[config.mk]
export PLATFORM = sky130hd
export DESIGN_NAME = booth_mult_seq
export DESIGN_NICKNAME = d
export VERILOG_FILES = /design/src/rtl/booth_pkg.sv /design/src/rtl/booth_r4_encoder.sv /design/src/rtl/booth_mult_seq.sv
export SDC_FILE = /design/constraint.sdc
export NUM_CORES = 1
export LEC_CHECK = 0
export ABC_AREA = 1
export CORE_ASPECT_RATIO = 1.4
export CORE_UTILIZATION = 30
export CTS_CLUSTER_DIAMETER = 150
export DETAILED_ROUTE_END_ITERATION = 8
export PLACE_DENSITY = 0.44
export SKIP_LAST_GASP = 1
export SYNTH_ARGS = -nofsm -noshare
export SYNTH_HDL_FRONTEND = slang
export SYNTH_SLANG_ARGS = --single-unit
[constraint.sdc]
create_clock -name clk -period 6.75 [get_ports clk]
set_input_delay 1.0125 -clock clk [delete_from_list [all_inputs] [get_ports clk]]
set_output_delay 1.0125 -clock clk [all_outputs]
set_load 0.01 [all_outputs]
[src/rtl/booth_pkg.sv]
// Shared types for the radix-4 Booth sequential multiplier: controller states
// and the recoded digit produced by the encoder.
package booth_pkg;

  typedef enum logic [1:0] {
    ST_IDLE,
    ST_RUN,
    ST_DONE
  } state_t;

  // Digit in {-2,-1,0,+1,+2} as sign, magnitude-doubling and zero flags.
  typedef struct packed {
    logic neg;
    logic dbl;
    logic zero;
  } booth_digit_t;

endpackage

[src/rtl/booth_r4_encoder.sv]
// Radix-4 Booth recoder: maps a 3-bit multiplier window {q[2i+1], q[2i], q[2i-1]}
// onto one signed digit.
module booth_r4_encoder
  import booth_pkg::*;
(
  input  logic [2:0]   win,
  output booth_digit_t digit
);

  // 111 is also a zero digit, so its sign flag is suppressed.
  assign digit.zero = (win == 3'b000) || (win == 3'b111);
  assign digit.dbl  = (win == 3'b011) || (win == 3'b100);
  assign digit.neg  = win[2] & ~(win[1] & win[0]);

endmodule

[src/rtl/booth_mult_seq.sv]
// Sequential radix-4 Booth multiplier: one recoded digit per RUN cycle, signed
// or unsigned operands through one datapath by extending both to WIDTH+2 bits.
module booth_mult_seq
  import booth_pkg::*;
#(
  parameter int WIDTH = 32
) (
  input  logic                 clk,
  input  logic                 clr,
  input  logic                 start,
  input  logic                 is_signed,
  input  logic [WIDTH-1:0]     multiplicand,
  input  logic [WIDTH-1:0]     multiplier,
  output logic                 busy,
  output logic                 done,
  output logic [2*WIDTH-1:0]   product
);

  localparam int EW   = WIDTH + 2;
  localparam int AW   = 2 * WIDTH;
  localparam int ITER = WIDTH / 2 + 1;
  localparam int CW   = $clog2(ITER);

  state_t        state, state_nxt;
  logic [CW-1:0] cnt;
  logic [EW-1:0] m_ext;
  logic [EW:0]   q_win;   // extended Q with the implicit Q[-1]=0 appended below
  logic [AW-1:0] acc;

  booth_digit_t  digit;
  logic [AW-1:0] m_wide, mag, pp, addend, acc_sum;
  logic          last;

  booth_r4_encoder u_enc (
    .win   (q_win[2:0]),
    .digit (digit)
  );

  // Partial products are formed at full accumulator width, so -2M never loses
  // its top bit; the result is exact modulo 2^(2*WIDTH).
  assign m_wide  = {{(AW-EW){m_ext[EW-1]}}, m_ext};
  assign mag     = digit.dbl ? (m_wide << 1) : m_wide;
  assign pp      = digit.zero ? '0 : (digit.neg ? (~mag + 1'b1) : mag);
  assign addend  = pp << {cnt, 1'b0};
  assign acc_sum = acc + addend;
  assign last    = (cnt == CW'(ITER - 1));

  // NOTE: every output of this block gets a default first so no latch is inferred.
  always_comb begin
    state_nxt = state;
    busy      = 1'b0;
    done      = 1'b0;
    unique case (state)
      ST_IDLE: if (start) state_nxt = ST_RUN;
      ST_RUN: begin
        busy = 1'b1;
        if (last) state_nxt = ST_DONE;
      end
      ST_DONE: begin
        busy      = 1'b1;
        done      = 1'b1;
        state_nxt = ST_IDLE;
      end
      default: state_nxt = ST_IDLE;
    endcase
  end

  // NOTE: sequential state uses non-blocking assignments so every register
  // samples pre-edge values regardless of statement order.
  always_ff @(posedge clk) begin
    if (clr) state <= ST_IDLE;
    else     state <= state_nxt;
  end

  always_ff @(posedge clk) begin
    if (clr) begin
      cnt     <= '0;
      acc     <= '0;
      m_ext   <= '0;
      q_win   <= '0;
      product <= '0;
    end else begin
      unique case (state)
        ST_IDLE: if (start) begin
          m_ext <= is_signed ? {{2{multiplicand[WIDTH-1]}}, multiplicand}
                             : {2'b00, multiplicand};
          q_win <= is_signed ? {{2{multiplier[WIDTH-1]}}, multiplier, 1'b0}
                             : {2'b00, multiplier, 1'b0};
          acc   <= '0;
          cnt   <= '0;
        end
        ST_RUN: begin
          acc   <= acc_sum;
          cnt   <= cnt + 1'b1;
          q_win <= q_win >> 2;
          if (last) product <= acc_sum;
        end
        default: ;
      endcase
    end
  end

endmodule

==> results.sh, run 1 <==
export IMPL_syn_area_per_cell_um2=6.17
export IMPL_endpoint_kind="flip-flop"
export IMPL_hold_viol_final=0
export IMPL_core_um2=51300
export IMPL_power_frac_clock_pct=19.2
export IMPL_antenna_left=0
export IMPL_synthFlopType="dfxtp_1"
export IMPL_gp_congestion=0.961
export IMPL_insertion_delay_ns=0.60
export IMPL_criticalPathCategory="flip-flop to flip-flop"
export IMPL_drt_total_wl_mm=62.1
export IMPL_combPwrFrac_pct=61.7
export IMPL_instances_no_fill=3300
export IMPL_min_to="product[1]$_SDFFE_PP0P_"
export IMPL_clock_fmax_mhz=163
export IMPL_syn_nets=2674
export IMPL_required_ns=7.22
export IMPL_min_from="product[1]$_SDFFE_PP0P_"
export IMPL_crit_reg2reg_launch="q_win[0]$_SDFFE_PP0P_"
export IMPL_p_leak_uw=0.00852
export IMPL_yosys_area_top_type_share_pct=25.9
export IMPL_viasPerCell=5.08
export IMPL_yosysWarnings=0
export IMPL_port_buffers=133
export IMPL_clock_skew_ns=0.0370
export IMPL_power_density_nw_per_um2=425
export IMPL_die_w_um=195
export IMPL_cp_start_kind="flip-flop"
export IMPL_start_util_pct=30.5
export IMPL_async_reset_ff_share_pct=0
export IMPL_power_internal_uw=3770
export IMPL_netlist_instances=2535
export IMPL_root_buffer="clkbuf_16"
export IMPL_areaGrowthSynthToFinish_pct=19.5
export IMPL_cts_sinks=202
export IMPL_finalCritPeriodShare_pct=91.1
export IMPL_routed_via_count=16800
export IMPL_p_switching_uw=4180
export IMPL_cts_tree="built"
export IMPL_fp_row_count=98
export IMPL_dp_hpwl_mm=48.9
export IMPL_slew_violations=0
export IMPL_synth_commonest_cells="677 x nand2_1, 253 x inv_1, 204 x o21ai_0"
export IMPL_io_pins=134
export IMPL_cap_violations=0
export IMPL_fillers=5759
export IMPL_hold_depth=2
export IMPL_cp_max_fo=37
export IMPL_clk_path_buf_depth=3
export IMPL_rr_worst_depth=37
export IMPL_ys_ff_latch=202
export IMPL_fin_ws_ns=0.604
export IMPL_worst_r2r_setup_slack_ns=0.60
export IMPL_grt_pass1_vias=16400
export IMPL_dieArea_um2=53100
export IMPL_post_route_min_period_ns=6.15
export IMPL_netlist_area_um2=15600
export IMPL_clkSlewWorstSetupHoldPaths_ns=0.06
export IMPL_switching_share_pct=52.6
export IMPL_crit_path_frequent_cell="nand2_1"
export IMPL_finalNetCount=2769
export IMPL_worstMarginPinSlew_ns=0.951
export IMPL_ir_worst_vdd_mv=0.214
export IMPL_first_iter_violations=878
export IMPL_r2r_end="product[63]$_SDFFE_PP0P_"
export IMPL_grt_pass1_wl_mm=95.3
export IMPL_pre_cts_ws_ns=0.523
export IMPL_cpMaxStageDelayCell="ha_1"
export IMPL_h_tree_depth=1
export IMPL_drc=0
export IMPL_status="completed"
export IMPL_synth_edf_count=0
export IMPL_seqPwrFrac_pct=19.1
export IMPL_yosysSeqAreaShare_pct=25.9
export IMPL_synthDistinctLibCells=59
export IMPL_hold_class="flip-flop to flip-flop"
export IMPL_chipHeight_um=272
export IMPL_cts_inserted_buffers=26
export IMPL_grt_max_degree=77
export IMPL_yosys_top_cells_area="dfxtp_1 26%, nand2_1 16%, o21ai_0 6.5%"
export IMPL_grt_setup_unrepaired="false"
export IMPL_dp_cells=3250
export IMPL_setup_tns_ns=0
export IMPL_drt_pass1_iter_count=5
export IMPL_setup_viol=0
export IMPL_grt_overflow_total=0
export IMPL_antenna_cells=0
export IMPL_max_stage_delay_ns=0.39
export IMPL_hold_buffers=0
export IMPL_grt_total_usage_pct=22.9
export IMPL_layout_drive_gt1_share_pct=7.81
export IMPL_wl_per_cell_um=18.8
export IMPL_relSlewSlack_pct=36.6
export IMPL_crit_arrival_ns=6.61
export IMPL_yosysTopAreaCell="dfxtp_1"
export IMPL_antenna_found_initial=0
export IMPL_yosysMostFrequentCell="nand2_1"
-- layout by cell type (no fill, tap or decap), types with 9 or more instances in the layout --
cell	count
a21oi_1	196
inv_2	11
o21bai_1	51
nand2_1	676
inv_1	252
o21ai_1	66
nor2_1	178
nand4_1	10
a31oi_1	70
clkbuf_16	26
o21ai_0	203
buf_4	62
dfxtp_1	201
o21a_1	10
or2_2	12
nor2_4	9
nand2_2	24
nand3_1	182
clkdlybuf4s50_1	132
nor3_1	12
nor2_2	11
o211ai_1	22
xnor2_1	16
ha_1	70
xor2_1	34
-- power by group through the flow --
stage	sequential, µW	combinational [µW]	clock [µW]
floorplan	1490	3320	0
finish	1510	4910	1530
global route	1540	5450	1620
detailed placement	1530	4910	0
CTS	1510	4930	1580
global placement	1530	4920	0
-- routing by layer --
metal	part of all wire, %	GRT usage, %
met1	42	27.0
met2	52	43.0
met3	2.9	2.13
met4	3.1	7.60
met5	0	0
-- sequential cells by signal, summed over array words and instances, names as in the netlist --
register / flops
acc: 64
product: 64
q_win: 34
m_ext: 33
cnt: 5
state: 2
-- per-stage QoR --
step / utilization, % / power (µW) / hold WS [ns] / cell area, µm²
3_5_place_dp: 34.6 / 6440 / 0.462 / 17700
2_1_floorplan: - / 4820 / 0.445 / 15600
5_1_grt: 36.5 / 8610 / 0.489 / 18700
3_3_place_gp: 34.6 / 6450 / 0.451 / 17700
6_report: 36.5 / 7950 / 0.468 / 18700
4_1_cts: 36.4 / 8020 / 0.473 / 18700
-- worst max-delay path by stage --
stage | to | start
final | product[63]$_SDFFE_PP0P_ | q_win[0]$_SDFFE_PP0P_
after global routing | acc[51]$_SDFFE_PP0P_ | q_win[1]$_SDFFE_PP0P_
after CTS | product[48]$_SDFFE_PP0P_ | q_win[0]$_SDFFE_PP0P_
after detailed placement | product[48]$_SDFFE_PP0P_ | q_win[0]$_SDFFE_PP0P_
after global placement | acc[62]$_SDFFE_PP0P_ | q_win[0]$_SDFFE_PP0P_
after floorplan | acc[59]$_SDFFE_PP0P_ | q_win[2]$_SDFFE_PP0P_
-- cell families after synthesis --
kind of cell               count (synthesis)  synth area share (%)
xor gates and xnor gates                  50                  2.80
buffers and inverters                    399                  10.0
muxes                                      7                 0.448
adders and majority gates                 71                  5.73
and+or+nand+nor                         1146                  31.3
DFF                                      202                  25.9
AOI/OAI and AO/OA                        660                  23.9
-- critical path, delay by kind of cell, from the launching register on --
family                     cells  cell delay [ns]
and+or+nand+nor               25             3.37
AOI/OAI and AO/OA              7             1.33
adders and majority gates      2             0.61
DFF                            1             0.38
buffers and inverters          3             0.31
-- cell type report --
type	instances	area (µm²)	area share (%)
flip-flops and latches	202	4050	21.6
inverters	270	1010	5.43
well taps	650	813	4.35
multi-input cells	1935	10100	53.9
clock inverters	14	214	1.14
repair buffers	195	1790	9.58
clock buffers	34	741	3.96
-- what timing repair did --
action | in CTS | in global routing
setup buffers | 0 | 1
setup endpoints to repair | 0 | 12
gates resized for setup | 0 | 4
(Power assumes the default switching activity.)
==> inputs of run 2 (changes only) <==
--- a/config.mk
+++ b/config.mk
@@ -8,6 +8,7 @@
 export ABC_AREA = 1
 export CORE_ASPECT_RATIO = 1.4
 export CORE_UTILIZATION = 30
+export CTS_BUF_LIST = sky130_fd_sc_hd__clkbuf_2
 export CTS_CLUSTER_DIAMETER = 150
 export DETAILED_ROUTE_END_ITERATION = 8
 export PLACE_DENSITY = 0.44
==> run 2 against run 1 <==
Against the previous run:
- core utilization is 0.84 points lower
- sequential cell count did not move
- critical path type unchanged
- largest cell class unchanged
- hold slack improved by 0.0023 ns
- non-clock buffer count is the same
- die area unchanged
- highest routed layer is now met5
- total power down 7.3%
- critical path depth is 2 lower
- cell count grew 1.7%
- worst setup slack worse by 0.083 ns
==> results.sh, run 2 (synthesis gave the netlist of run 1 again) <==
export IMPL_status="completed"
export IMPL_grt_max_degree=77
export IMPL_dieArea_um2=53100
export IMPL_ir_worst_vdd_mv=0.166
export IMPL_wl_met2_mm=32.4
export IMPL_hold_viol_final=0
export IMPL_final_util_pct=35.6
export IMPL_io_pins=134
export IMPL_cp_start_kind="flip-flop"
export IMPL_layout_common_cells="676 x nand2_1, 252 x inv_1, 203 x o21ai_0"
export IMPL_required_ns=7.64
export IMPL_antenna_found_initial=3
export IMPL_crit_arrival_ns=7.12
export IMPL_chipHeight_um=272
export IMPL_cts_tree="built"
export IMPL_criticalPathCategory="flip-flop to flip-flop"
export IMPL_root_buffer="clkbuf_2"
export IMPL_finalNetCount=2799
export IMPL_areaGrowthSynthToFinish_pct=16.8
export IMPL_start_util_pct=30.5
export IMPL_power_uw=7370
export IMPL_seqPwrFrac_pct=20.4
export IMPL_core_um2=51300
export IMPL_gp_congestion=0.961
export IMPL_p_leak_uw=0.00847
export IMPL_h_tree_depth=2
export IMPL_cp_max_fo=37
export IMPL_die_w_um=195
export IMPL_design_area_um2=18300
export IMPL_relSlewSlack_pct=36.4
export IMPL_wl_met1_mm=26.1
export IMPL_dp_hpwl_mm=48.9
export IMPL_viasPerCell=5.07
export IMPL_drt_total_wl_mm=62.4
export IMPL_cpMaxStageDelayCell="dfxtp_1"
export IMPL_routed_via_count=17000
export IMPL_grt_pass1_vias=16700
export IMPL_switching_share_pct=56.4
export IMPL_grt_pass1_wl_mm=96.0
export IMPL_antenna_left=0
export IMPL_max_stage_delay_ns=0.46
export IMPL_power_frac_clock_pct=13.1
export IMPL_cap_violations=0
export IMPL_wl_met3_mm=1.78
export IMPL_finalCritPeriodShare_pct=92.3
export IMPL_slew_violations=0
export IMPL_first_iter_violations=938
export IMPL_top_layer="met5"
export IMPL_clk_path_buf_depth=3
export IMPL_fp_row_count=98
export IMPL_setup_viol=0
export IMPL_endpoint_kind="flip-flop"
export IMPL_fin_ws_ns=0.521
export IMPL_hold_ws_ns=0.471
export IMPL_layout_drive_gt1_share_pct=9.28
export IMPL_final_common_cell="nand2_1"
export IMPL_drc=0
export IMPL_combPwrFrac_pct=66.5
export IMPL_cts_inserted_buffers=57
export IMPL_clkSlewWorstSetupHoldPaths_ns=0.10
export IMPL_clock_skew_ns=0.0875
export IMPL_worstMarginPinSlew_ns=0.954
export IMPL_insertion_delay_ns=1.04
export IMPL_pre_cts_ws_ns=0.523
export IMPL_top_regs="acc: 64 flops, product: 64 flops, q_win: 34 flops"
export IMPL_post_route_min_period_ns=6.23
export IMPL_grt_total_usage_pct=23.2
export IMPL_power_density_nw_per_um2=404
export IMPL_placed_area_um2=17700
export IMPL_drt_pass1_iter_count=6
export IMPL_hold_class="flip-flop to flip-flop"
export IMPL_worst_r2r_setup_slack_ns=0.52
export IMPL_cts_sinks=202
export IMPL_p_switching_uw=4160
export IMPL_clock_fmax_mhz=161
export IMPL_port_buffers=133
export IMPL_grt_overflow_total=0
export IMPL_power_internal_uw=3210
export IMPL_crit_path_frequent_cell="nand2_1"
export IMPL_wl_per_cell_um=18.6
run 2: cell types whose count changed in the layout (fill, tap and decap cells not counted), moves of 2 or more:
cell	change
clkinvlp_4	-2
diode_2	+2
clkbuf_16	-26
clkinv_4	-2
clkbuf_8	-6
clkbuf_2	+87
bufinv_16	-3
clkinv_2	-2
clkbuf_1	-2
clkinv_1	+11
run 2: metrics by stage:
step,instances,TNS (ns)
after floorplan,2535,0
after global placement,3250,0
after global routing,3356,-0.00338
after CTS,3353,0
after detailed placement,3250,0
final,3356,0
run 2: power by group through the flow:
stage	sequential, µW	combinational [µW]	clock, µW
2_1_floorplan	1490	3320	0
3_3_place_gp	1530	4920	0
3_5_place_dp	1530	4910	0
4_1_cts	1510	4930	1020
5_1_grt	1530	5440	1070
6_report	1510	4900	963
run 2: cell type report:
type / instances / area, µm²
inverter: 270 / 1010
clock buffer: 87 / 435
tap: 650 / 813
multi-input combinational: 1934 / 10100
antenna: 2 / 5.00
sequential: 202 / 4040
clock inverter: 16 / 93.8
timing repair buffer: 195 / 1790
fill: 5862 / 33000
run 2: worst max-delay path: cells and delay by family, from the launching register on:
family                     cells  cell delay [ns]
buffers and inverters          2             0.12
AOI/OAI and AO/OA             10             2.23
DFF                            1             0.46
adders and majority gates      2             0.48
xor gates and xnor gates       1             0.23
and+or+nand+nor               20             2.53
run 2: metal layers:
layer,track usage [%],vias up
met5,0,-
met2,43.3,323
met4,8.97,2
met3,2.70,109
met1,26.7,7888
li1,-,8684
run 2: timing repair:
| item | in CTS | in global routing |
|---|---|---|
| gates resized for setup | 0 | 2 |
| hold buffers | 0 | 0 |
| buffers inserted | 0 | 1 |
| endpoints found under the setup margin | 0 | 14 |
run 2: worst paths after layout:
path	startpoint	to	depth (start not counted)
max reg2reg	q_win[0]$_SDFFE_PP0P_	acc[53]$_SDFFE_PP0P_	35
min reg2reg	product[1]$_SDFFE_PP0P_	product[1]$_SDFFE_PP0P_	2
max	q_win[0]$_SDFFE_PP0P_	acc[53]$_SDFFE_PP0P_	35
min	product[1]$_SDFFE_PP0P_	product[1]$_SDFFE_PP0P_	2
==> inputs of run 3 (changes only) <==
--- a/config.mk
+++ b/config.mk
@@ -11,6 +11,7 @@
 export CTS_BUF_LIST = sky130_fd_sc_hd__clkbuf_2
 export CTS_CLUSTER_DIAMETER = 150
 export DETAILED_ROUTE_END_ITERATION = 8
+export GPL_ROUTABILITY_DRIVEN = 1
 export PLACE_DENSITY = 0.44
 export SKIP_LAST_GASP = 1
 export SYNTH_ARGS = -nofsm -noshare
==> results of run 3 <==
Same layout as run 2: the final DEF is identical, and so are final timing and power.
==> variant (flow settings as in run 1) <==
Put a register stage on the output `done`. The value now appears one clock later. The other outputs are not delayed to match.
--- a/src/rtl/booth_mult_seq.sv
+++ b/src/rtl/booth_mult_seq.sv
@@ -20,6 +20,8 @@
   localparam int AW   = 2 * WIDTH;
   localparam int ITER = WIDTH / 2 + 1;
   localparam int CW   = $clog2(ITER);
+
+  logic done_d;
 
   state_t        state, state_nxt;
   logic [CW-1:0] cnt;
@@ -49,7 +51,7 @@
   always_comb begin
     state_nxt = state;
     busy      = 1'b0;
-    done      = 1'b0;
+    done_d    = 1'b0;
     unique case (state)
       ST_IDLE: if (start) state_nxt = ST_RUN;
       ST_RUN: begin
@@ -58,7 +60,7 @@
       end
       ST_DONE: begin
         busy      = 1'b1;
-        done      = 1'b1;
+        done_d    = 1'b1;
         state_nxt = ST_IDLE;
       end
       default: state_nxt = ST_IDLE;
@@ -100,5 +102,9 @@
     end
   end
 
+  always_ff @(posedge clk) begin
+    done <= done_d;
+  end
+
 endmodule
 
Function: no difference found for any inputs over 10 cycles, from zero or initial values; that may be too few to reach the edited logic, so the function may still have changed.
==> variant against run 1 <==
Sequential power barely moved. Sequential cell count rose by 1. Final area fell by 1.4%. Routed wire length fell by 1.4%. Setup slack got worse by 0.024 ns. Synthesized area rose by 0.13%. Power fell by 2.6%. Clock skew fell by 0.021 ns.
==> variant: results (changes against run 1) <==
{
  "place_ws": {"value": 0.0948, "unit": "ns", "change": "was 0.523 ns"},
  "worst_path_largest_cell_delay": {"value": 0.51, "unit": "ns", "change": "was 0.39 ns"},
  "netSwitchingPower": {"value": 0.00414, "unit": "W", "change": "was 0.00418 W"},
  "final.min_clock_period": {"value": 6.17, "unit": "ns", "change": "was 6.15 ns"},
  "numCtsBuffers": {"value": 25, "change": "was 26"},
  "fin_cells": {"value": 3275, "change": "was 3300"},
  "dpl-instance-area": {"value": 17600, "unit": "µm²", "change": "was 17700 µm²"},
  "power.static_leakage": {"value": 8.36, "unit": "nW", "change": "was 8.52 nW"},
  "clkLatencyLatePin": {"value": 0.56, "unit": "ns", "change": "was 0.60 ns"},
  "wire_length_on_met2": {"value": 31000, "unit": "µm", "change": "was 32300 µm"},
  "synth_area_leaders": {"value": "sky130_fd_sc_hd__dfxtp_1 26%, sky130_fd_sc_hd__nand2_1 16%, sky130_fd_sc_hd__o21ai_0 6.5%, sky130_fd_sc_hd__a21oi_1 6.3%, sky130_fd_sc_hd__inv_1 6.1%", "change": "unchanged"},
  "routabilityCongestion": {"value": 0.971, "change": "was 0.961"},
  "drt-pass1-iter-count": {"value": 6, "change": "was 5"},
  "vdd_drop_max": {"value": 216, "unit": "µV", "change": "was 214 µV"},
  "maximum_number_of_pins_on_one_net_before_global_route_repair": {"value": 74, "change": "was 77"},
  "drt_iter0_markers": {"value": 982, "change": "was 878"},
  "crit_path_top_delay_cell": {"value": "sky130_fd_sc_hd__o21ai_1", "change": "was sky130_fd_sc_hd__ha_1"},
  "critPathArrivalTime": {"value": 6.63, "unit": "ns", "change": "was 6.61 ns"},
  "wirelength_met1": {"value": 25900, "unit": "µm", "change": "was 26100 µm"},
  "clock-skew-final": {"value": 0.0156, "unit": "ns", "change": "was 0.0370 ns"},
  "hold_slack": {"value": 0.468, "unit": "ns", "change": "about the same"},
  "drive_above_1_share": {"value": 6.97, "unit": "%", "change": "was 7.81%"},
  "placed_cells_incl_taps": {"value": 3227, "change": "was 3250"},
  "design.final.nets": {"value": 2748, "change": "was 2769"},
  "outcome": {"value": "complete, no violations", "change": "unchanged"},
  "flop_to_flop_setup_slack": {"value": 0.58, "unit": "ns", "change": "was 0.60 ns"}
}
variant: cell types whose count changed after synthesis, sizes merged:
| cell | change |
|---|---|
| dfxtp | +1 |
variant: kinds of logic after synthesis:
group | share of synthesized area (%)
AND/OR/NAND/NOR | 31.3
buffers and inverters | 9.99
XOR/XNOR | 2.80
multiplexers | 0.447
flip-flops | 25.9
adder cells (fa/ha/maj) | 5.72
AO/OA/AOI/OAI | 23.8
variant: layout make-up:
| cell class | instances | area [µm²] | share of cell area (%) |
|---|---|---|---|
| repair buffers | 174 | 1630 | 8.87 |
| well taps | 650 | 813 | 4.41 |
| clock buffers | 31 | 678 | 3.68 |
| inverters | 270 | 1010 | 5.51 |
| clock inverters | 12 | 123 | 0.665 |
| flip-flops and latches | 203 | 4060 | 22.1 |
| multi-input cells | 1935 | 10100 | 54.8 |
variant: metal layers:
metal  vias to the layer above  global-route usage (%)
li1                       8554                       -
met1                      7780                    27.0
met2                       324                    42.0
met3                        92                    2.06
met4                         0                    8.39
met5                         -                       0
